### src/rtl/regfile_pkg.sv
// regfile_pkg: shared constants and types for the register-file writeback path
package regfile_pkg;
  localparam logic REQ_ALU = 1'b0;
  localparam logic REQ_MEM = 1'b1;
  localparam int NUM_REGS = 32;
  localparam int REG_ZERO = 0;
  localparam int RF_ADDR_W = 5;
  localparam int RF_DATA_W = 32;
  typedef struct packed {
    logic [RF_ADDR_W-1:0] addr;
    logic [RF_DATA_W-1:0] data;
  } wb_req_t;
endpackage

### src/rtl/regfile_write_arbiter_wb_slot.sv
// wb_slot: one-entry writeback holding buffer; clear frees it and may refill on the same edge
module wb_slot #(
  parameter int DATA_W = 32,
  parameter int ADDR_W = 5
) (
  input  logic              clk,
  input  logic              rst,
  input  logic              valid,
  input  logic [ADDR_W-1:0] wr_addr,
  input  logic [DATA_W-1:0] wr_data,
  input  logic              clear,
  output logic              ready,
  output logic              full,
  output logic [ADDR_W-1:0] addr,
  output logic [DATA_W-1:0] data
);
  assign ready = !full || clear;
  always_ff @(posedge clk) begin
    if (rst) begin
      full <= 1'b0;
    end else if (valid && ready) begin
      full <= 1'b1;
      addr <= wr_addr;
      data <= wr_data;
    end else if (clear) begin
      full <= 1'b0;
    end
  end
endmodule

### src/rtl/regfile_write_arbiter.sv
// regfile_write_arbiter: shares the register-file write port between ALU and load writeback.
// Define RFWB_RR_ARB_EN for round-robin on different-address contention (default: MEM > ALU).
module regfile_write_arbiter
  import regfile_pkg::*;
#(
  parameter int DATA_W = 32,
  parameter int ADDR_W = 5,
  parameter int CNT_W  = 16
) (
  input  logic                in_clk,
  input  logic                in_reset,
  input  logic                in_alu_valid,
  input  logic [ADDR_W-1:0]   in_alu_addr,
  input  logic [DATA_W-1:0]   in_alu_data,
  output logic                out_alu_ready,
  input  logic                in_mem_valid,
  input  logic [ADDR_W-1:0]   in_mem_addr,
  input  logic [DATA_W-1:0]   in_mem_data,
  output logic                out_mem_ready,
  output logic [DATA_W-1:0]   out_PC,
  output logic [ADDR_W-1:0]   out_SC,
  output logic                out_RFL,
  output logic [NUM_REGS-1:0] out_pending,
  output logic [CNT_W-1:0]    out_stall_cnt
);
  logic a_full, m_full, a_gnt, m_gnt, m_acc, alu_older, mem_wins, wr, stall;
  logic [ADDR_W-1:0] a_addr, m_addr, w_addr;
  logic [DATA_W-1:0] a_data, m_data, w_data;
  wb_slot #(.DATA_W(DATA_W), .ADDR_W(ADDR_W)) u_alu (
    .clk(in_clk), .rst(in_reset), .valid(in_alu_valid), .wr_addr(in_alu_addr),
    .wr_data(in_alu_data), .clear(a_gnt), .ready(out_alu_ready), .full(a_full),
    .addr(a_addr), .data(a_data)
  );
  wb_slot #(.DATA_W(DATA_W), .ADDR_W(ADDR_W)) u_mem (
    .clk(in_clk), .rst(in_reset), .valid(in_mem_valid), .wr_addr(in_mem_addr),
    .wr_data(in_mem_data), .clear(m_gnt), .ready(out_mem_ready), .full(m_full),
    .addr(m_addr), .data(m_data)
  );
`ifdef RFWB_RR_ARB_EN
  logic rr_ptr;
  assign mem_wins = rr_ptr == REQ_ALU;
  always_ff @(posedge in_clk) begin
    if (in_reset) rr_ptr <= REQ_ALU;
    else if (a_full && m_full && a_addr != m_addr) rr_ptr <= ~rr_ptr;
  end
`else
  assign mem_wins = 1'b1;
`endif
  // same-address pairs must retire in acceptance order so the younger value lands last
  assign m_gnt  = m_full && (!a_full || (a_addr == m_addr ? !alu_older : mem_wins));
  assign a_gnt  = a_full && !m_gnt;
  assign m_acc  = in_mem_valid && out_mem_ready;
  assign w_addr = m_gnt ? m_addr : a_addr;
  assign w_data = m_gnt ? m_data : a_data;
  assign wr     = (a_gnt || m_gnt) && w_addr != ADDR_W'(REG_ZERO);
  assign stall  = (in_alu_valid && !out_alu_ready) || (in_mem_valid && !out_mem_ready);
  always_ff @(posedge in_clk) begin
    if (in_reset) begin
      out_PC        <= '0;
      out_SC        <= '0;
      out_RFL       <= 1'b0;
      out_stall_cnt <= '0;
      alu_older     <= 1'b0;
    end else begin
      out_RFL   <= wr;
      alu_older <= a_full && !a_gnt && m_acc;
      if (wr) begin
        out_PC <= w_data;
        out_SC <= w_addr;
      end
      if (stall && out_stall_cnt != '1) out_stall_cnt <= out_stall_cnt + CNT_W'(1);
    end
  end
  always_comb begin
    out_pending = '0;
    if (a_full) out_pending[a_addr] = 1'b1;
    if (m_full) out_pending[m_addr] = 1'b1;
    if (out_RFL) out_pending[out_SC] = 1'b1;
    out_pending[REG_ZERO] = 1'b0;
  end
endmodule

### config.mk
export PLATFORM = sky130hd
export DESIGN_NAME = regfile_write_arbiter
export DESIGN_NICKNAME = d
export VERILOG_FILES = /design/src/rtl/regfile_pkg.sv /design/src/rtl/regfile_write_arbiter_wb_slot.sv /design/src/rtl/regfile_write_arbiter.sv
export SDC_FILE = /design/constraint.sdc
export NUM_CORES = 1
export LEC_CHECK = 0
export BUFFER_PORTS_ARGS = -buffer_cell sky130_fd_sc_hd__buf_2
export CAP_MARGIN = 20
export CELL_PAD_IN_SITES_DETAIL_PLACEMENT = 1
export CELL_PAD_IN_SITES_GLOBAL_PLACEMENT = 2
export CORE_ASPECT_RATIO = 2
export CORE_UTILIZATION = 36
export CTS_BUF_LIST = sky130_fd_sc_hd__clkbuf_8
export DETAILED_ROUTE_END_ITERATION = 10
export PLACE_DENSITY_LB_ADDON = 0.25
export SLEW_MARGIN = 10
export SYNTH_ARGS = -nofsm -noshare
export SYNTH_HDL_FRONTEND = slang
export SYNTH_SLANG_ARGS = --single-unit
### constraint.sdc
create_clock -name in_clk -period 9.4 [get_ports in_clk]
set_input_delay 1.88 -clock in_clk [delete_from_list [all_inputs] [get_ports in_clk]]
set_output_delay 1.88 -clock in_clk [all_outputs]
set_load 0.03 [all_outputs]
After elaboration in Yosys (flattened, before gate mapping)
Cells that the tools add are included.
W data, S select, Z words.
- output and inout port bits: 88
- RAM bits: 0
- flip-flop bits (word level): 131
- memory bits (read-only): 0
- bits of input ports: 78
- latch bits: 0
- memories kept: 0
- word-level logic and storage cells: 69
- reductions and logical operators: 30
- $add $sub $neg: 1
- muxes and demuxes: 16
- divide/modulo/power cells: 0
- magnitude comparators: 6
- equal/unequal tests: 2
- bitwise logic cells: 3
- multipliers: 0
- shifts and indexed selects: 0
- operator list (cell ; count):
    $mux W32 ; 4
    $or A32 B32 Y32 ; 2
    $lt A5 B6 Y1 const B ; 3
    $add A16 B1 Y16 const B ; 1
    $ne A16 B16 Y1 const B ; 1
    $demux W1 S5 ; 3
    $ge A5 B1 Y1 const B ; 3
    $logic_and A1 B1 Y1 ; 13
    $mux W1 ; 8
    $logic_not A1 Y1 ; 7
    $eq A5 B5 Y1 ; 1
    $logic_or A1 B1 Y1 ; 5
    $mux W5 ; 1
    $reduce_bool A5 Y1 ; 1
    $reduce_and A2 Y1 ; 2
    $reduce_bool A2 Y1 ; 2
    $not A1 Y1 ; 1

Logic depth before layout (Yosys ltp)
Gate-level depths: netlist of the first run.
- depth in word-level cells: 11
- depth in mapped cells: 8
- depth with buffers taken out: 7

Hierarchy
From an unflattened synthesis of the first run, not the netlist that was laid out.
- cells, all modules: 682
- area, all modules: 6726.5 um^2
- modules (own cells, without submodules) (module ; sequential area each (um^2) ; area each (um^2) ; instances ; cells each):
    regfile_write_arbiter ; 1101.1 ; 4394.2 ; 1 ; 598
    wb_slot ; 1131.1 ; 1166.1 ; 2 ; 42

Worst setup path before layout of the first run
No wires, ideal clock.
- kind: register -> output
- from: register u_alu.addr[1]
- to: output out_alu_ready
- path buffers: 2
- setup slack: 5.686 ns
- required time: 7.520 ns
- arrival: 1.834 ns
- stages on the path, launching flop included: 7
- cells stage by stage: edfxtp_1 clkbuf_2 xor2_1 nor4_1 nand2_1 clkbuf_1 nand3_1
- cells in the longest elaborated chain, start to end: 7
- RTL lines (element ; RTL line ; RTL):
    start: declaration ; regfile_write_arbiter_wb_slot.sv:14 ; output logic [ADDR_W-1:0] addr,
    start signal: assignment ; regfile_write_arbiter_wb_slot.sv:23 ; addr <= wr_addr;
    $eq A5 B5 Y1 ; regfile_write_arbiter.sv:50 ; assign m_gnt = m_full && (!a_full || (a_addr == m_addr ? !alu_older : mem_wins));
    $mux W1 ; regfile_write_arbiter.sv:50 ;
    $logic_or A1 B1 Y1 ; regfile_write_arbiter.sv:50 ;
    $logic_and A1 B1 Y1 ; regfile_write_arbiter.sv:50 ;
    $logic_not A1 Y1 ; regfile_write_arbiter.sv:51 ; assign a_gnt = a_full && !m_gnt;
    $logic_and A1 B1 Y1 ; regfile_write_arbiter.sv:51 ;
    $logic_or A1 B1 Y1 ; regfile_write_arbiter_wb_slot.sv:17 ; assign ready = !full || clear;
    end: declaration ; regfile_write_arbiter.sv:15 ; output logic out_alu_ready,
Every way passes these cells.

Final worst setup path of the first run
- from: register u_mem.addr[3]
- to: output out_alu_ready
- cells in the longest elaborated chain, start to end: 7
- RTL lines (element ; RTL line):
    start: declaration ; regfile_write_arbiter_wb_slot.sv:14
    start signal: assignment ; regfile_write_arbiter_wb_slot.sv:23
    $eq A5 B5 Y1 ; regfile_write_arbiter.sv:50
    $mux W1 ; regfile_write_arbiter.sv:50
    $logic_or A1 B1 Y1 ; regfile_write_arbiter.sv:50
    $logic_and A1 B1 Y1 ; regfile_write_arbiter.sv:50
    $logic_not A1 Y1 ; regfile_write_arbiter.sv:51
    $logic_and A1 B1 Y1 ; regfile_write_arbiter.sv:51
    $logic_or A1 B1 Y1 ; regfile_write_arbiter_wb_slot.sv:17
Every way passes these cells.

==> metrics.md, run 1 <==
| Metric | Value |
|---|---|
| Die X | `93.7 um` |
| Worst VDD drop | `0.172 mV` |
| Pins Over Slew Limit | `0` |
| Simple-gate portion of the synthesized area | `0.205` |
| Clk pin slew, worst setup/hold paths | `0.08 ns` |
| Status | `finished clean` |
| Fin crit share | `0.482` |
| Vias in the first global route | `5683` |
| Register-to-Register Setup Slack | `6.15 ns` |
| CP Capture Type | `output port` |
| Register area | `0.00336 mm^2` |
| Final worst-path setup slack | `4.87 ns` |
| DRT Pass-1 Iters | `5` |
| Worst Setup SP | `u_mem.addr[3]$_DFFE_PP_` |
| Hold slack | `0.530 ns` |
| Mux cell area share after synthesis | `0.0126` |
| Top FF cell, synth | `edfxtp_1` |
| Most frequent cells in the layout | `164 x buf_2, 136 x nand2_1, 74 x edfxtp_1` |
| Post-DP HPWL | `14100 um` |
| Worst Hold Launch | `out_stall_cnt[5]$_SDFFE_PP0P_` |
| Worst Skew | `0.0192 ns` |
| Wire length per cell | `19.6 um` |
| Cts repair resizes | `0` |
| FF-to-FF Start | `u_mem.addr[3]$_DFFE_PP_` |
| Most common library cell in the layout ignoring fill and taps | `buf_2` |
| Buffers on Ports | `164` |
| Die footprint | `0.0174 mm^2` |
| Layout cell share with drive strength beyond 1 | `0.317` |
| Critical Path Start Type | `flop` |
| Chip height | `185 um` |
| Reg2reg path depth | `7` |
| Post-Synth XOR/XNOR Area | `0.0202` |
| Hold Vio Cnt, Final | `0` |
| Synth warn | `0` |
| Power Density | `175 mW/mm^2` |
| Kind of critical path | `flop to output port` |
| Post-Synthesis Cells | `609` |
| CP required | `7.52 ns` |
| I/O pin cnt | `166` |
| CTS sink cnt | `131` |
| Post-synth ARST share | `0` |
| Complex-gate fraction of the synthesized area | `0.168` |
| Max-cap viol count | `0` |
| Layout Nets | `833` |
| Mapped cell area | `0.00606 mm^2` |
| Crit path max fanout | `33` |
| Worst hold path stage count | `2` |
| Post-place setup slack | `5.31 ns` |
| Multi-input logic area | `0.00249 mm^2` |
| Post-synthesis cell type count | `50` |
| Clk_lat worst skew | `0.43 ns` |
| Sequential fraction of the synthesis area | `0.555` |
| Inserted Diodes | `0` |
| Cts hold-fix bufs | `0` |
| Number of synthesized flops with an enable pin | `74` |
| Slowest stage delay, CP | `0.57 ns` |
| Final core occ | `0.454` |
| Least-Margin Pin Slew | `1.10 ns` |
| Row cnt | `66` |
| Synthesized net count | `688` |
| Max Root-Sink Buffers | `2` |
| Worst EP arrival | `2.65 ns` |
| Largest family of logic cells by synthesized area | `simple AND/OR/NAND/NOR gates` |
| Worst path slowest cell | `nor4_1` |
| Vias per std cell | `5.49` |
| Layout fillers | `1892` |
| Synthesis-to-layout area growth | `22.5%` |
| Final setup violation count | `0` |
| # DRC | `0` |
| Dpl cells | `939` |
| Final ANT Viol Nets | `0` |
| H-tree Lvls | `4` |
| TritonCTS Buffers | `17` |
| Drt initial violations | `187` |
| Core area | `0.0164 mm^2` |
| TritonCTS clock tree | `done` |
| Grt total ovfl | `0` |
| Post-Route WL | `19100 um` |
| Hold WC Path Type | `flop to flop` |
| Initial antenna violation count | `0` |
| Post-Synth Adder-Cell Area | `0.00207` |
| Max_slew headroom | `0.267` |
| Fmax | `221 MHz` |
| Yosys reg bits | `131` |
| Largest net degree at the start of global routing | `53` |
| Global placement routability congestion | `0.847` |
| CP Cell Sequence | `xor2_1, nor4_1, nand2_1, buf_4, nand3_1, buf_2` |
| Average size of a mapped cell | `9.95 um^2` |
| First-pass GRT wire length | `29700 um` |
| Leak | `3.18 nW` |
| RSZ-0062 raised after global routing | `false` |
| Total setup buffers inserted after CTS | `0` |
| Final Critical Period | `4.53 ns` |
| Non-Filler Instances | `971` |
| DR vias | `5334` |
| CTS root buf | `clkbuf_8` |
| Initial Util | `0.371` |
| Setup Total Neg Slack | `0 ns` |
| Gr usage total | `0.228` |
-- worst max-delay path, delay by kind of cell (launching register included) --
family,cells,cell delay (ns)
simple gates,3,0.91
buf+inv,2,0.51
flops,1,0.55
xor+xnor,1,0.24
-- final timing paths --
kind                                                       to
worst max-delay path                            out_alu_ready
worst min-delay path            out_stall_cnt[5]$_SDFFE_PP0P_
worst max register to register         out_PC[3]$_SDFFE_PP0P_
worst min register to register  out_stall_cnt[5]$_SDFFE_PP0P_
-- where the power goes --
group / internal [mW] / leakage [nW] / switching [mW]
Sequential: 0.637 / 1.16 / 0.0248
Clock: 0.288 / 0.236 / 0.203
Combinational: 0.0494 / 1.78 / 0.0931
Total: 0.974 / 3.18 / 0.321
-- flip-flops by register name (all words and copies together), names as in the netlist --
name	count
out_PC	32
u_alu.data	32
u_mem.data	32
out_stall_cnt	16
out_SC	5
u_alu.addr	5
u_mem.addr	5
alu_older	1
out_RFL	1
u_alu.full	1
u_mem.full	1
-- per-stage QoR --
step,total power [mW],area (um^2)
2_1_floorplan,0.758,6060
3_3_place_gp,0.813,7010
3_5_place_dp,0.819,7010
4_1_cts,1.31,7420
5_1_grt,1.34,7420
6_report,1.30,7420
-- logic make-up after synthesis --
kind of cell    Yosys count
xor+xnor                 14
mux                       7
simple gates            272
compound gates          128
other cells               1
buf+inv                  55
fa+ha+maj                 1
flops                   131
-- per-layer routing --
layer	track usage	wire length, um	up-vias
met5	0	0	-
met4	0.115	653	0
met3	0.0376	627	44
met2	0.435	10900	164
met1	0.231	6880	2606
li1	-	-	2520
-- synthesized netlist by cell type, drive strengths merged, types with 11 or more instances --
library cell / number / area [um^2]
nand2: 136 / 510
edfxtp: 74 / 2220
nor2: 66 / 253
dfxtp: 57 / 1140
clkbuf: 34 / 129
a31oi: 32 / 200
o221a: 32 / 360
a22oi: 23 / 173
nor3b: 15 / 118
a21oi: 13 / 68.8
nor3: 13 / 65.1
inv: 11 / 41.3
-- final cells by class --
class                   count  share of cell area
multi-input cells         423               0.335
clock inverters            14              0.0216
repair buffers            170               0.117
inverters                  11             0.00556
flip-flops and latches    131               0.453
clock buffers              18              0.0334
well taps                 204              0.0344
Power figures use the tool's default switching activity.
==> run 2: changes to the inputs <==
- CORE_UTILIZATION: 36 -> 30
- clock period: 9.4 -> 3.9 ns (I/O delays scaled with it)
==> run 2 against run 1 <==
Total power up 130%. Clock power up 110%. Clock skew down 0.0043 ns. Final cell count up 6.9%. First-iteration DRC count down 20%. Sequential power up 140%. Flip-flop and latch count unchanged. Via count down 0.69%. Wire length up 3.9%.
==> metrics.md, run 2 (synthesized netlist as in run 1, its figures left out) <==
| Metric | Value |
|---|---|
| Total power | `2.99 mW (+130%)` |
| Fmax | `285 MHz` |
| Reg2reg path depth | `7 (unchanged)` |
| Clk pin slew, worst setup/hold paths | `0.08 ns (about the same)` |
| Final Critical Period | `3.51 ns` |
| CP Capture Type | `output port` |
| Final core occ | `0.379 (-0.0753)` |
| Most frequent cells in the layout | `164 x buf_2, 136 x nand2_1, 74 x edfxtp_1` |
| Worst hold path stage count | `1 (-1)` |
| Wire length per cell | `19.1 um (-2.8%)` |
| Row cnt | `73 (+11%)` |
| Worst path slowest cell | `nor4_1` |
| Worst EP arrival | `2.73 ns (+0.08 ns)` |
| Most common library cell in the layout ignoring fill and taps | `buf_2` |
| CP required | `3.12 ns (-4.40 ns)` |
| Final ANT Viol Nets | `0 (unchanged)` |
| Core area | `0.0198 mm^2 (+21%)` |
| Die X | `102 um (+9.3%)` |
| Chip height | `203 um (+9.4%)` |
| Cts repair resizes | `0 (unchanged)` |
| CTS root buf | `clkbuf_8` |
| Initial Util | `0.306 (-0.0649)` |
| TritonCTS clock tree | `done` |
| CP Cell Sequence | `xor2_1, nor4_1, nand2_1, buf_4, nand3_1, buf_2` |
| Max-cap viol count | `0 (unchanged)` |
| Power Density | `398 mW/mm^2 (+130%)` |
| Final setup violation count | `0 (unchanged)` |
| Vias in the first global route | `5670 (-0.23%)` |
| Slowest stage delay, CP | `0.66 ns (+0.09 ns)` |
| Initial antenna violation count | `1 (+1)` |
| M1 wire length | `7110 um (+3.4%)` |
| DR WL met3 | `767 um (+22%)` |
| Die footprint | `0.0208 mm^2 (+20%)` |
| Layout fillers | `2326 (+23%)` |
| Clk_lat worst skew | `0.46 ns (+0.03 ns)` |
| First-pass GRT wire length | `30600 um (+3.1%)` |
| Least-Margin Pin Slew | `1.01 ns (-0.0867 ns)` |
| Met2 routed WL | `11300 um (+3.4%)` |
| Total setup buffers inserted after CTS | `0 (unchanged)` |
| RSZ-0062 raised after global routing | `false` |
| Cts hold-fix bufs | `0 (unchanged)` |
| Drt initial violations | `149 (-20%)` |
| Layout cell share with drive strength beyond 1 | `0.330 (+0.0135)` |
| H-tree Lvls | `4 (unchanged)` |
| Vias per std cell | `5.10 (-7.1%)` |
| Synthesis-to-layout area growth | `23.8%` |
| Grt total ovfl | `0 (unchanged)` |
| Status | `finished clean` |
| Gr usage total | `0.199 (-0.0289)` |
| Kind of critical path | `flop to output port` |
| TritonCTS Buffers | `17 (unchanged)` |
| DR top layer | `met4` |
| DR vias | `5297 (-0.69%)` |
| Hold Vio Cnt, Final | `0 (unchanged)` |
| Max Root-Sink Buffers | `2 (unchanged)` |
| Global placement routability congestion | `0.851 (+0.44%)` |
| I/O pin cnt | `166 (unchanged)` |
| Leak | `3.16 nW (-0.68%)` |
| Post-DP HPWL | `14800 um (+5.5%)` |
| Buffers on Ports | `164 (unchanged)` |
| Largest net degree at the start of global routing | `39 (-26%)` |
| Critical Path Start Type | `flop` |
| CTS sink cnt | `131 (unchanged)` |
| Pins Over Slew Limit | `0 (unchanged)` |
| Hold WC Path Type | `primary input to flop` |
| Setup Total Neg Slack | `0 ns (unchanged)` |
| Fin crit share | `0.900` |
| Worst VDD drop | `0.264 mV (+53%)` |
| Layout Nets | `841 (+0.96%)` |
| Post-Route WL | `19800 um (+3.9%)` |
| # DRC | `0 (unchanged)` |
| Crit path max fanout | `33 (unchanged)` |
| Worst Skew | `0.0149 ns (-0.00426 ns)` |
| DRT Pass-1 Iters | `5 (unchanged)` |
| Biggest regs | `out_PC: 32 flops, u_alu.data: 32 flops, u_mem.data: 32 flops` |
| Max_slew headroom | `0.325 (+0.0579)` |
## run 2: changes by cell type in the layout (fill, tap and decap cells not counted)
cell,change
buf_4,+8
inv_1,-6
clkinv_4,+2
clkinv_2,+1
clkbuf_8,-1
diode_2,+1
inv_6,+1
clkinvlp_4,+5
bufinv_16,-3
clkinv_1,+1
## run 2: final cells by class
class                   instances  area, um^2  area share
repair buffers                178         926       0.123
clock buffers                  17         234      0.0312
flip-flops and latches        131        3360       0.448
multi-input cells             423        2490       0.331
clock inverters                15         120      0.0160
inverters                      11        41.3     0.00550
well taps                     262         328      0.0437
diodes                          1        2.50    0.000334
## run 2: metrics by stage
stage	instance area (um^2)	setup WS [ns]	cells	hold WS, ns
CTS	7500	0.321	1037	0.449
global route	7500	0.161	1038	0.457
global placement	7150	0.659	1005	0.490
finish	7500	0.389	1038	0.498
detailed placement	7150	0.544	1005	0.528
floorplan	6060	0.634	609	0.623
## run 2: worst max-delay path: cells and delay by family (launching register included)
kind / cells / cell delay, ns
XOR/XNOR: 1 / 0.24
buffers and inverters: 2 / 0.51
flip-flops: 1 / 0.55
AND/OR/NAND/NOR: 3 / 0.98
## run 2: routing by layer
layer | GRT usage | vias to the layer above
met5 | 0 | -
met4 | 0.0959 | 0
met3 | 0.0396 | 38
met2 | 0.375 | 160
met1 | 0.200 | 2564
li1 | - | 2535
## run 2: final timing paths
path	start	to	slack, ns
setup reg to reg	u_mem.addr[3]$_DFFE_PP_	out_PC[21]$_SDFFE_PP0P_	0.56
hold reg to reg	out_stall_cnt[5]$_SDFFE_PP0P_	out_stall_cnt[5]$_SDFFE_PP0P_	0.55
hold / removal	in_mem_data[1]	u_mem.data[1]$_DFFE_PP_	0.50
setup / recovery	u_mem.addr[3]$_DFFE_PP_	out_alu_ready	0.39
## run 2: report_power, final
part | switching (mW) | leakage [nW] | internal (mW) | total [mW]
Sequential | 0.0582 | 1.16 | 1.53 | 1.59
Clock | 0.549 | 0.174 | 0.494 | 1.04
Combinational | 0.227 | 1.82 | 0.124 | 0.350
==> run 3: changes to the inputs <==
- CELL_PAD_IN_SITES_DETAIL_PLACEMENT: 1 -> not set
- CELL_PAD_IN_SITES_GLOBAL_PLACEMENT: 2 -> not set
- CORE_UTILIZATION: 30 -> 49
- CTS_CLUSTER_SIZE: not set -> 14
- PLACE_DENSITY: not set -> 0.78
- PLACE_DENSITY_LB_ADDON: 0.25 -> not set
==> run 3 against run 2 <==
Sequential power barely moved. Setup slack improved by 0.24 ns. Wire length is 15% lower. Clock power rose by 22%. Fmax increased by 7.3%. Worst hold slack improved by 0.030 ns. Non-clock buffer count fell by 5. First-iteration DRC count grew to 2.7 times the previous value. Die area decreased by 38%. Via count is 2.1% higher. Clock-buffer cell count rose by 1. Highest routed layer unchanged.
==> metrics.md, run 3 (synthesized netlist as in run 1, its figures left out) <==
| Metric | Value |
|---|---|
| # DRC | `0 (unchanged)` |
| Least-Margin Pin Slew | `0.956 ns (-0.0549 ns)` |
| Leak | `3.19 nW (+0.94%)` |
| Die footprint | `0.0128 mm^2 (-38%)` |
| CP Capture Type | `flop` |
| Total power | `3.20 mW (+7.3%)` |
| RSZ-0062 raised after global routing | `false` |
| Clock Power Share | `0.397 (+0.048)` |
| Post-Route WL | `16800 um (-15%)` |
| Hold WC Path Type | `primary input to flop` |
| Max Root-Sink Buffers | `2 (unchanged)` |
| Worst Hold Path EP | `u_alu.data[4]$_DFFE_PP_` |
| Buffers on Ports | `164 (unchanged)` |
| Critical Path Start Type | `flop` |
| Post-place setup slack | `0.667 ns (+0.123 ns)` |
| Reg-to-reg endpoint | `out_PC[26]$_SDFFE_PP0P_` |
| Cts hold-fix bufs | `0 (unchanged)` |
| DR vias | `5407 (+2.1%)` |
| I/O pin cnt | `166 (unchanged)` |
| Drt initial violations | `404 (+170%)` |
| Internal | `2.38 mW (+11%)` |
| Switching fraction of total power | `0.258 (-0.0217)` |
| Final setup violation count | `0 (unchanged)` |
| H-tree Lvls | `4 (unchanged)` |
| Hold Vio Cnt, Final | `0 (unchanged)` |
| Synthesis-to-layout area growth | `22.6%` |
| TritonCTS Buffers | `17 (unchanged)` |
| Worst Setup SP | `u_mem.addr[3]$_DFFE_PP_` |
| Cts repair resizes | `0 (unchanged)` |
| Largest net degree at the start of global routing | `42 (+7.7%)` |
| Worst path slowest cell | `a21oi_4` |
| Max-cap viol count | `0 (unchanged)` |
| Final ANT Viol Nets | `0 (unchanged)` |
| Most frequent cells in the layout | `164 x buf_2, 136 x nand2_1, 74 x edfxtp_1` |
| CTS sink cnt | `131 (unchanged)` |
| Initial antenna violation count | `3 (+2)` |
| Kind of critical path | `flop to flop` |
| Power Density | `431 mW/mm^2 (+8.4%)` |
| Biggest regs | `out_PC: 32 flops, u_alu.data: 32 flops, u_mem.data: 32 flops` |
| Final worst-path setup slack | `0.628 ns (+0.239 ns)` |
| Worst EP arrival | `3.57 ns (+0.84 ns)` |
| Post-DP HPWL | `11800 um (-20%)` |
| Status | `finished clean` |
| Clk pin slew, worst setup/hold paths | `0.09 ns (about the same)` |
| Switch Pwr | `0.825 mW (-1.0%)` |
| Die X | `80.6 um (-21%)` |
| Chip height | `159 um (-22%)` |
| Slowest stage delay, CP | `0.80 ns (+0.14 ns)` |
| Fin crit share | `0.839 (-0.0613)` |
| Initial Util | `0.500 (+0.194)` |
| Worst Hold Launch | `in_alu_data[4]` |
| Setup Total Neg Slack | `0 ns (unchanged)` |
| Worst VDD drop | `0.416 mV (+57%)` |
| Vias in the first global route | `5175 (-8.7%)` |
| Layout cell share with drive strength beyond 1 | `0.332 (+0.00214)` |
| Max_slew headroom | `0.362 (+0.0367)` |
| Grt total ovfl | `0 (unchanged)` |
| CP required | `4.20 ns (+1.08 ns)` |
| CTS root buf | `clkbuf_8` |
| Fmax | `306 MHz (+7.3%)` |
| Crit path max fanout | `36 (+9.1%)` |
| Clk_lat worst skew | `0.42 ns (-0.04 ns)` |
| Layout Nets | `836 (-0.59%)` |
| DRT Pass-1 Iters | `8 (+3)` |
| Total setup buffers inserted after CTS | `0 (unchanged)` |
| Register-to-Register Setup Slack | `0.63 ns (+0.07 ns)` |
| Most common library cell in the layout ignoring fill and taps | `buf_2` |
| Vias per std cell | `5.88 (+15%)` |
| Final Critical Period | `3.27 ns (-0.239 ns)` |
| Pins Over Slew Limit | `0 (unchanged)` |
| Worst Skew | `0.0173 ns (+0.00232 ns)` |
| Share of power burned in registers | `0.496 (-0.037)` |
| Reg2reg path depth | `7 (unchanged)` |
| Combinational power share | `0.106 (-0.011)` |
| Global placement routability congestion | `0.995 (+17%)` |
| Row cnt | `57 (-22%)` |
| FF-to-FF Start | `u_mem.addr[3]$_DFFE_PP_` |
| TritonCTS clock tree | `done` |
| CP Cell Sequence | `xor2_1, nor4_1, nand3_1, a21oi_4, nor2_2, buf_4, o221a_2` |
| Wire length per cell | `18.3 um (-4.2%)` |
| Gr usage total | `0.273 (+0.0740)` |
| Core area | `0.0121 mm^2 (-39%)` |
| First-pass GRT wire length | `26200 um (-15%)` |
| Worst hold path stage count | `1 (unchanged)` |
run 3: cell count changes in the layout (fill, tap and decap cells not counted), moves of 2 or more:
cell	previous run	this run
clkinvlp_4	5	1
nor3b_1	14	12
inv_1	13	11
buf_4	14	9
inv_6	1	5
bufinv_16	1	4
diode_2	1	3
nor3b_2	1	3
run 3: worst max-delay path, delay by kind of cell, from the launching register on:
kind	cells	cell delay, ns
XOR/XNOR	1	0.26
buffers and inverters	1	0.27
flip-flops	1	0.56
AND/OR/NAND/NOR	3	0.94
AO/OA/AOI/OAI	2	1.10
run 3: worst max-delay path by stage:
stage,cells past startpoint,endpoint
2_1_floorplan,7,u_alu.addr[0]$_DFFE_PP_
3_3_place_gp,7,out_PC[30]$_SDFFE_PP0P_
3_5_place_dp,7,out_PC[26]$_SDFFE_PP0P_
4_1_cts,4,out_pending[28]
5_1_grt,7,out_PC[30]$_SDFFE_PP0P_
6_report,7,out_PC[26]$_SDFFE_PP0P_
run 3: per-layer routing:
metal / part of all wire / routed length [um] / GRT usage
met1: 0.36 / 6040 / 0.291
met2: 0.54 / 9160 / 0.480
met3: 0.053 / 887 / 0.0596
met4: 0.045 / 752 / 0.151
met5: 0 / 0 / 0
run 3: per-stage QoR:
| step | util | hold slack, ns | std cells | cell area (um^2) |
|---|---|---|---|---|
| after detailed placement | 0.574 | 0.519 | 885 | 6960 |
| after floorplan | - | 0.623 | 609 | 6060 |
| after CTS | 0.611 | 0.501 | 917 | 7410 |
| after global placement | 0.574 | 0.499 | 885 | 6960 |
| after global routing | 0.613 | 0.491 | 920 | 7430 |
| final | 0.613 | 0.528 | 920 | 7430 |
run 3: power by group through the flow:
| stage | combinational (mW) | clock (mW) | sequential, mW |
|---|---|---|---|
| floorplan | 0.164 | 0 | 1.66 |
| global placement | 0.332 | 0 | 1.62 |
| detailed placement | 0.339 | 0 | 1.62 |
| CTS | 0.339 | 1.29 | 1.59 |
| global route | 0.365 | 1.35 | 1.60 |
| finish | 0.340 | 1.27 | 1.59 |
run 3: cell type report:
class | count | area (um^2)
antenna | 3 | 7.51
clock buffer | 18 | 248
clock inverter | 14 | 199
fill | 1031 | 4700
inverter | 11 | 41.3
multi-input combinational | 423 | 2500
sequential | 131 | 3360
tap | 147 | 184
timing repair buffer | 173 | 888
